### config.mk
export PLATFORM = sky130hd
export DESIGN_NAME = snake_input_ctrl
export DESIGN_NICKNAME = d
export VERILOG_FILES = /design/src/rtl/snake_input_ctrl.sv
export SDC_FILE = /design/constraint.sdc
export NUM_CORES = 1
export LEC_CHECK = 0
export BUFFER_PORTS_ARGS = -buffer_cell sky130_fd_sc_hd__buf_2
export CAP_MARGIN = 20
export CORE_MARGIN = 4
export CORE_UTILIZATION = 41
export DETAILED_ROUTE_END_ITERATION = 7
export PLACE_DENSITY = 0.68
export SLEW_MARGIN = 20
export SYNTH_ARGS = -nofsm -noshare
export SYNTH_HDL_FRONTEND = slang
export SYNTH_SLANG_ARGS = --single-unit
### constraint.sdc
create_clock -name clk -period 3.9 [get_ports clk]
set_clock_uncertainty 0.2 [all_clocks]
set_input_delay 0.78 -clock clk [delete_from_list [all_inputs] [get_ports clk]]
set_output_delay 0.78 -clock clk [all_outputs]
set_load 0.01 [all_outputs]
### src/rtl/snake_input_ctrl.sv
// Keypad-to-snake command sequencer: debounce, key map, reversal filter,
// two-deep turn queue drained one entry per game tick.
module snake_input_ctrl #(
    parameter int         PRESS_CYCLES   = 500000,
    parameter int         RELEASE_CYCLES = 2500000,
    parameter logic [1:0] INIT_DIR       = 2'b11
) (
    input  logic       clk,
    input  logic       rst,
    input  logic [3:0] key_val,
    input  logic       key_pressed,
    input  logic       tick,
    output logic [1:0] dir,
    output logic       dir_update,
    output logic       paused,
    output logic       restart,
    output logic [1:0] q_count,
    output logic       drop
);

    localparam int PW = $clog2(PRESS_CYCLES + 1);
    localparam int RW = $clog2(RELEASE_CYCLES + 1);
    localparam logic [PW-1:0] P_MAX = PW'(PRESS_CYCLES);
    localparam logic [RW-1:0] R_MAX = RW'(RELEASE_CYCLES);

    typedef enum logic [1:0] {
        S_IDLE,
        S_CONFIRM,
        S_HELD
    } st_t;

    st_t           state;
    st_t           state_n;
    logic [3:0]    latched;
    logic [PW-1:0] press_cnt;
    logic [RW-1:0] rel_cnt;
    logic          accept;

    logic          dir_ev;
    logic [1:0]    ev_dir;
    logic          pause_ev;
    logic          restart_ev;

    logic [1:0]    q_head;
    logic [1:0]    q_tail;
    logic          pop;
    logic          push;
    logic          drop_c;
    logic [1:0]    cnt_p;
    logic [1:0]    dir_n;
    logic [1:0]    head_p;
    logic [1:0]    ref_dir;

    always_ff @(posedge clk) begin
        if (rst) state <= S_IDLE;
        else     state <= state_n;
    end

    always_comb begin
        state_n = state;
        case (state)
            S_IDLE: begin
                if (key_pressed) state_n = S_CONFIRM;
            end
            S_CONFIRM: begin
                if (press_cnt == P_MAX)    state_n = S_HELD;
                else if (rel_cnt == R_MAX) state_n = S_IDLE;
            end
            S_HELD: begin
                if (rel_cnt == R_MAX) state_n = S_IDLE;
            end
            default: state_n = S_IDLE;
        endcase
    end

    always_comb begin
        accept = (state == S_CONFIRM) && (press_cnt == P_MAX);
    end

    // Dropouts of key_pressed only age rel_cnt; press progress is kept.
    always_ff @(posedge clk) begin
        if (rst) begin
            latched   <= '0;
            press_cnt <= '0;
            rel_cnt   <= '0;
        end else begin
            case (state)
                S_IDLE: begin
                    rel_cnt <= '0;
                    if (key_pressed) begin
                        latched   <= key_val;
                        press_cnt <= PW'(1);
                    end else begin
                        press_cnt <= '0;
                    end
                end
                S_CONFIRM: begin
                    if (key_pressed) begin
                        rel_cnt <= '0;
                        if (key_val == latched) begin
                            if (press_cnt != P_MAX)
                                press_cnt <= press_cnt + PW'(1);
                        end else begin
                            latched   <= key_val;
                            press_cnt <= PW'(1);
                        end
                    end else if (rel_cnt != R_MAX) begin
                        rel_cnt <= rel_cnt + RW'(1);
                    end
                end
                S_HELD: begin
                    if (key_pressed)
                        rel_cnt <= '0;
                    else if (rel_cnt != R_MAX)
                        rel_cnt <= rel_cnt + RW'(1);
                end
                default: begin
                    press_cnt <= '0;
                    rel_cnt   <= '0;
                end
            endcase
        end
    end

    always_comb begin
        dir_ev     = 1'b0;
        ev_dir     = 2'b00;
        pause_ev   = 1'b0;
        restart_ev = 1'b0;
        if (accept) begin
            unique case (1'b1)
                (latched == 4'h2): begin dir_ev = 1'b1; ev_dir = 2'b00; end
                (latched == 4'h8): begin dir_ev = 1'b1; ev_dir = 2'b01; end
                (latched == 4'h4): begin dir_ev = 1'b1; ev_dir = 2'b10; end
                (latched == 4'h6): begin dir_ev = 1'b1; ev_dir = 2'b11; end
                (latched == 4'h5): pause_ev   = 1'b1;
                (latched == 4'hF): restart_ev = 1'b1;
                default: ;
            endcase
        end
    end

    // Pop is resolved first so a push sees the post-pop tail.
    always_comb begin
        pop    = tick && !paused && (q_count != 2'd0) && !restart_ev;
        cnt_p  = q_count - {1'b0, pop};
        dir_n  = pop ? q_head : dir;
        head_p = pop ? q_tail : q_head;
        if (cnt_p == 2'd0)      ref_dir = dir_n;
        else if (cnt_p == 2'd1) ref_dir = head_p;
        else                    ref_dir = q_tail;
        push   = dir_ev && (ev_dir != ref_dir) &&
                 (ev_dir != (ref_dir ^ 2'b01)) && (cnt_p != 2'd2);
        drop_c = dir_ev && !push;
    end

    always_ff @(posedge clk) begin
        if (rst) begin
            dir        <= INIT_DIR;
            paused     <= 1'b0;
            q_count    <= 2'd0;
            q_head     <= 2'b00;
            q_tail     <= 2'b00;
            dir_update <= 1'b0;
            restart    <= 1'b0;
            drop       <= 1'b0;
        end else begin
            dir_update <= pop;
            restart    <= restart_ev;
            drop       <= drop_c;
            if (restart_ev) begin
                q_count <= 2'd0;
                dir     <= INIT_DIR;
                paused  <= 1'b0;
            end else begin
                dir     <= dir_n;
                q_head  <= head_p;
                q_count <= cnt_p + {1'b0, push};
                if (push) begin
                    if (cnt_p == 2'd0) q_head <= ev_dir;
                    else               q_tail <= ev_dir;
                end
                if (pause_ev) paused <= ~paused;
            end
        end
    end

endmodule

Word level (Yosys, flattened, before mapping)
Cells that the tools add are included.

$add $sub $neg: 4. Equal/unequal tests: 21. Mux-type cells: 27. Bitwise logic cells: 6. Reductions and logical operators: 22.

Operator list (count): two-way mux 19 bit (3); case mux 19 bit (3 select lines) (1); adder 22 x 1 -> 22 bit (second input constant) (1); equality test 22 bit (second input constant) (1); != test 22 bit (second input constant) (1); two-way mux 2 bit (10); adder 19 x 1 -> 19 bit (second input constant) (1); equality test 19 bit (second input constant) (1); != test 19 bit (second input constant) (1); equality test 4 x 3 -> 1 bit (second input constant) (3); two-way mux 4 bit (3); case mux 2 bit (3 select lines) (2); equality test 4 bit (second input constant) (2); logical AND 1 bit (8); != test 2 bit (second input constant) (4); case mux 4 bit (2 select lines) (1); two-way mux 1 bit (7); NOT 1 bit (6); AND reduction 3 bit (2); equality test 2 x 1 -> 1 bit (second input constant) (2); equality test 4 x 2 -> 1 bit (second input constant) (1); equality test 4 bit (1); logical NOT 2 bit (2); != test 2 bit (2); other kinds (10) (14).

Register bits after elaboration: 59. Input port bits: 8. Output and inout port bits: 8. Logic and storage cells: 92.

Logic depth before layout (Yosys ltp)
Depth in word-level cells: 15. Depth in mapped cells: 13. Depth with buffers taken out: 12.

Worst setup path after synthesis
OpenSTA, ideal clock, no wires.

Path kind: input to register. Start: input port tick. End: register q_count[1]. Setup time: 0.121 ns. Arrival: 2.969 ns. Setup slack: 0.610 ns. Cell stages on the path: 9. Path buffers: 1. Cells stage by stage: o211ai_1 o21ba_1 buf_6 ha_1 xnor2_1 o31ai_1 a211oi_4 mux2_4 mux2_4.

Word-level cells in the longest chain between the ends: 12.

RTL lines: start: declaration (line 12) `input logic tick,`; logical AND 1 bit (*) (3 in a row) (line 145) `pop = tick && !paused && (q_count != 2'd0) && !restart_ev;`; named net pop (line 46) `logic pop;`; subtractor 2 x 1 -> 2 bit (line 146) `cnt_p = q_count - {1'b0, pop};`; equality test 2 x 1 -> 1 bit (line 150) `else if (cnt_p == 2'd1) ref_dir = head_p;`; two-way mux 2 bit (line 150); two-way mux 2 bit (line 149) `if (cnt_p == 2'd0) ref_dir = dir_n;`; != test 2 bit or NOT 1 bit (tied branches); logical AND 1 bit or != test 2 bit (tied branches) (line 152, 153); logical AND 1 bit (line 152) `push = dir_ev && (ev_dir != ref_dir) &&`; logical AND 1 bit (line 153) `(ev_dir != (ref_dir ^ 2'b01)) && (cnt_p != 2'd2);`; adder 2 x 1 -> 2 bit (*) (line 178) `q_count <= cnt_p + {1'b0, push};`; end signal: assignment (line 178); end: declaration (line 17) `output logic [1:0] q_count,`.

The timed path passes the listed nets; every way through them passes the cells marked *. A chain may end at the register's enable or synchronous reset.

Final worst setup path
Start: register press_cnt[0]. End: register q_count[1].

Word-level cells in the longest chain between the ends: 14.

RTL lines: start: declaration (line 35) `logic [PW-1:0] press_cnt;`; start signal: assignment (line 102) `press_cnt <= press_cnt + PW'(1);`; equality test 19 bit (*) (line 77) `accept = (state == S_CONFIRM) && (press_cnt == P_MAX);`; logical AND 1 bit (*) (line 77); two-way mux 1 bit (line 130) `if (accept) begin`; logical NOT 1 bit (line 145); logical AND 1 bit (line 145); subtractor 2 x 1 -> 2 bit (line 146); equality test 2 x 1 -> 1 bit (line 150); two-way mux 2 bit (line 150); two-way mux 2 bit (line 149); != test 2 bit or NOT 1 bit (tied branches); logical AND 1 bit or != test 2 bit (tied branches) (line 152, 153); logical AND 1 bit (line 152); logical AND 1 bit (line 153); adder 2 x 1 -> 2 bit (line 178).

Mark *: on every way between the ends. The rest lies on a longest branch, timed or not.

==> qor.csv <==
metric,value,unit
cts_tree,yes,
grt_usage,14.9,%
synth_fp_nets,381,
end_kind,flop,
min_period,3.45,ns
critical_path_class,reg2reg,
grt_max_degree,23,
grt_pass1_vias,2308,
r2r_setup_slack,0.45,ns
io_pins,16,
avgSynthCellArea,8.63,sq um
cts_resized,0,
clk_pin_slew_worst_paths,0.06,ns
leakage,1.27,nW
stdcell_area,0.00351,sq mm
dr.pass1.iters,4,
powerDensity,396,mW/mm^2
setup_violations,0,
async_flop_share,0,%
wl,6210,um
die_h,95.5,um
dpl_cell_area,0.00332,sq mm
relSlewSlack,45.6,%
reg2reg_depth,11,
holdCritPathClass,reg2reg,
num_antenna_cells,0,
hpwl,4420,um
synth_flop_cell,dfxtp_1,
ctsHoldBuffers,0,
netlist_instances,364,
coreArea,0.00733,sq mm
fin_crit_sh,88.5,%
hold-worst-slack,0.281,ns
routed_via_density,5.09,
yosysSeqAreaShare,37.6,%
clock-sinks,59,
status,"complete, no violations",
root_buffer,clkbuf_8,
post-route-drc-count,0,
synth_area,0.00314,sq mm
die_w,95.5,um
layout_setup_ws,0.447,ns
crit_end,q_count[1],
drt_iter0_drc,116,
crit_arrival,3.48,ns
r2r-start,press_cnt[0],
synth_cell_types,49,
via_count,2476,
maxSlewViolCount,0,
synthDominantCellAreaShare,37.6,%
yosysTopAreaCell,dfxtp_1,
regArea,0.00118,sq mm
overflow,0,
rsz0062_at_grt,false,
synth_edf_count,0,
fmax,0.290,GHz
antenna_found_initial,0,
yosysMostFrequentCell,nor2_1,
row_count,31,
r2r_end,q_count[1],
grt_pass1_wl,10500,um
cp_max_fo,5,
dieArea,0.00913,sq mm
area_delta_synth_final,11.7,%
startpoint_type,flop,
start_util,42.9,%
h-tree-depth,3,
setup_tns,0,ns
wire_per_inst,12.8,um
crit_required,3.93,ns
clock_latency,0.34,ns
gp_congestion,0.863,
cts_buffers,9,
nets,399,
pre_cts_slack,0.376,ns
cp-startpoint,press_cnt[0],
maxCapViolations,0,
ys_top_cells_by_count,"65 x nor2_1, 59 x dfxtp_1, 31 x nand2_1, 31 x xor2_1, 16 x inv_1",
cts_setup_buffers,0,
route.antenna.remaining_nets,0,
io_buffers,15,
multi_input_comb_area,0.00185,sq mm
ys_warn_count,0,
fill_cells,700,
final_layout_size_suffix_gt1_share,12.9,%
ys_seq_elements,59,
worst_pin_slew,0.810,ns
synth_area_leaders,"dfxtp_1 38%, xor2_1 8.6%, nor2_1 7.8%",
ir_worst_vdd,0.158,mV
hold_violations,0,
clockBufferDepth,2,
per-stage QoR:
| stage | instances | util, % | power (mW) |
|---|---|---|---|
| final | 486 | 47.9 | 1.39 |
| after global routing | 486 | 47.9 | 1.45 |
| after CTS | 486 | 47.9 | 1.40 |
| after detailed placement | 470 | 45.2 | 0.846 |
| after global placement | 470 | 45.2 | 0.840 |
| after floorplan | 364 | - | 0.803 |
logic make-up (layout without fill, tap and decap cells):
logic type,after synthesis,in the layout,synth area share [%]
AND/OR/NAND/NOR,176,176,28.9
flip-flops,59,59,37.6
XOR/XNOR,45,45,12.5
AO/OA/AOI/OAI,28,28,6.25
buffers and inverters,28,51,3.66
multiplexers,19,19,7.45
adder cells (fa/ha/maj),9,9,3.58
placed cells by master (no fill, tap or decap), types with 3 or more instances in the layout:
cell type and n:
nand4_1 14, nor2_1 65, xnor2_1 14, buf_4 4
nor4_1 3, o21ai_0 4, nand2_1 31, nor3_1 15
ha_1 9, clkbuf_8 10, or2_2 3, nor2b_1 4
dfxtp_1 59, xor2_1 31, clkinv_2 3, mux2_4 6
or3_1 5, and4_1 3, nand3_1 14, a211oi_1 3
buf_2 15, mux2i_1 11, a21oi_1 10, and3_1 3
inv_1 16
per-layer routing:
| layer | vias up | track usage, % | share of wire (%) |
|---|---|---|---|
| met2 | 35 | 23.9 | 46 |
| met1 | 1146 | 18.2 | 48 |
| met3 | 14 | 3.31 | 3.0 |
| li1 | 1281 | - | - |
| met5 | - | 0 | 0 |
| met4 | 0 | 8.41 | 2.4 |
worst min-delay path by stage:
stage	from	to	slack, ns	cells after the start
2_1_floorplan	q_head[1]	dir[1]	0.24	2
3_3_place_gp	q_head[1]	dir[1]	0.27	2
3_5_place_dp	dir[0]	dir[0]	0.28	1
4_1_cts	q_head[1]	dir[1]	0.29	2
5_1_grt	rel_cnt[21]	rel_cnt[21]	0.31	2
6_report	dir[0]	dir[0]	0.28	1
critical path: stages (launching register included):
cell	delay (ns)
dfxtp_1	0.34
inv_1	0.08
ha_1	0.16
nor4bb_1	0.26
nand3_1	0.21
o21ba_1	0.24
ha_1	0.21
xnor2_1	0.36
o31ai_1	0.19
a211oi_4	0.43
mux2_4	0.37
mux2_4	0.29
registers in the layout, summed over array words and instances, names as in the netlist:
| signal | count |
|---|---|
| restart | 1 |
| drop | 1 |
| dir | 2 |
| q_tail | 2 |
| state | 2 |
| q_count | 2 |
| paused | 1 |
| q_head | 2 |
| dir_update | 1 |
| latched | 4 |
| rel_cnt | 22 |
| press_cnt | 19 |
report_power, final:
part	switching, mW	internal [mW]	total (mW)
clock network	0.248	0.309	0.557
logic	0.116	0.0852	0.201
registers	0.0150	0.616	0.631
total	0.379	1.01	1.39
layout make-up:
type | instances | area share [%]
Clock buffer | 11 | 4.03
Clock inverter | 5 | 1.50
Inverter | 16 | 1.71
Multi-Input combinational cell | 277 | 52.6
Sequential cell | 59 | 33.7
Tap cell | 99 | 3.53
Timing Repair Buffer | 19 | 2.99
Power figures use the tool's default switching activity.
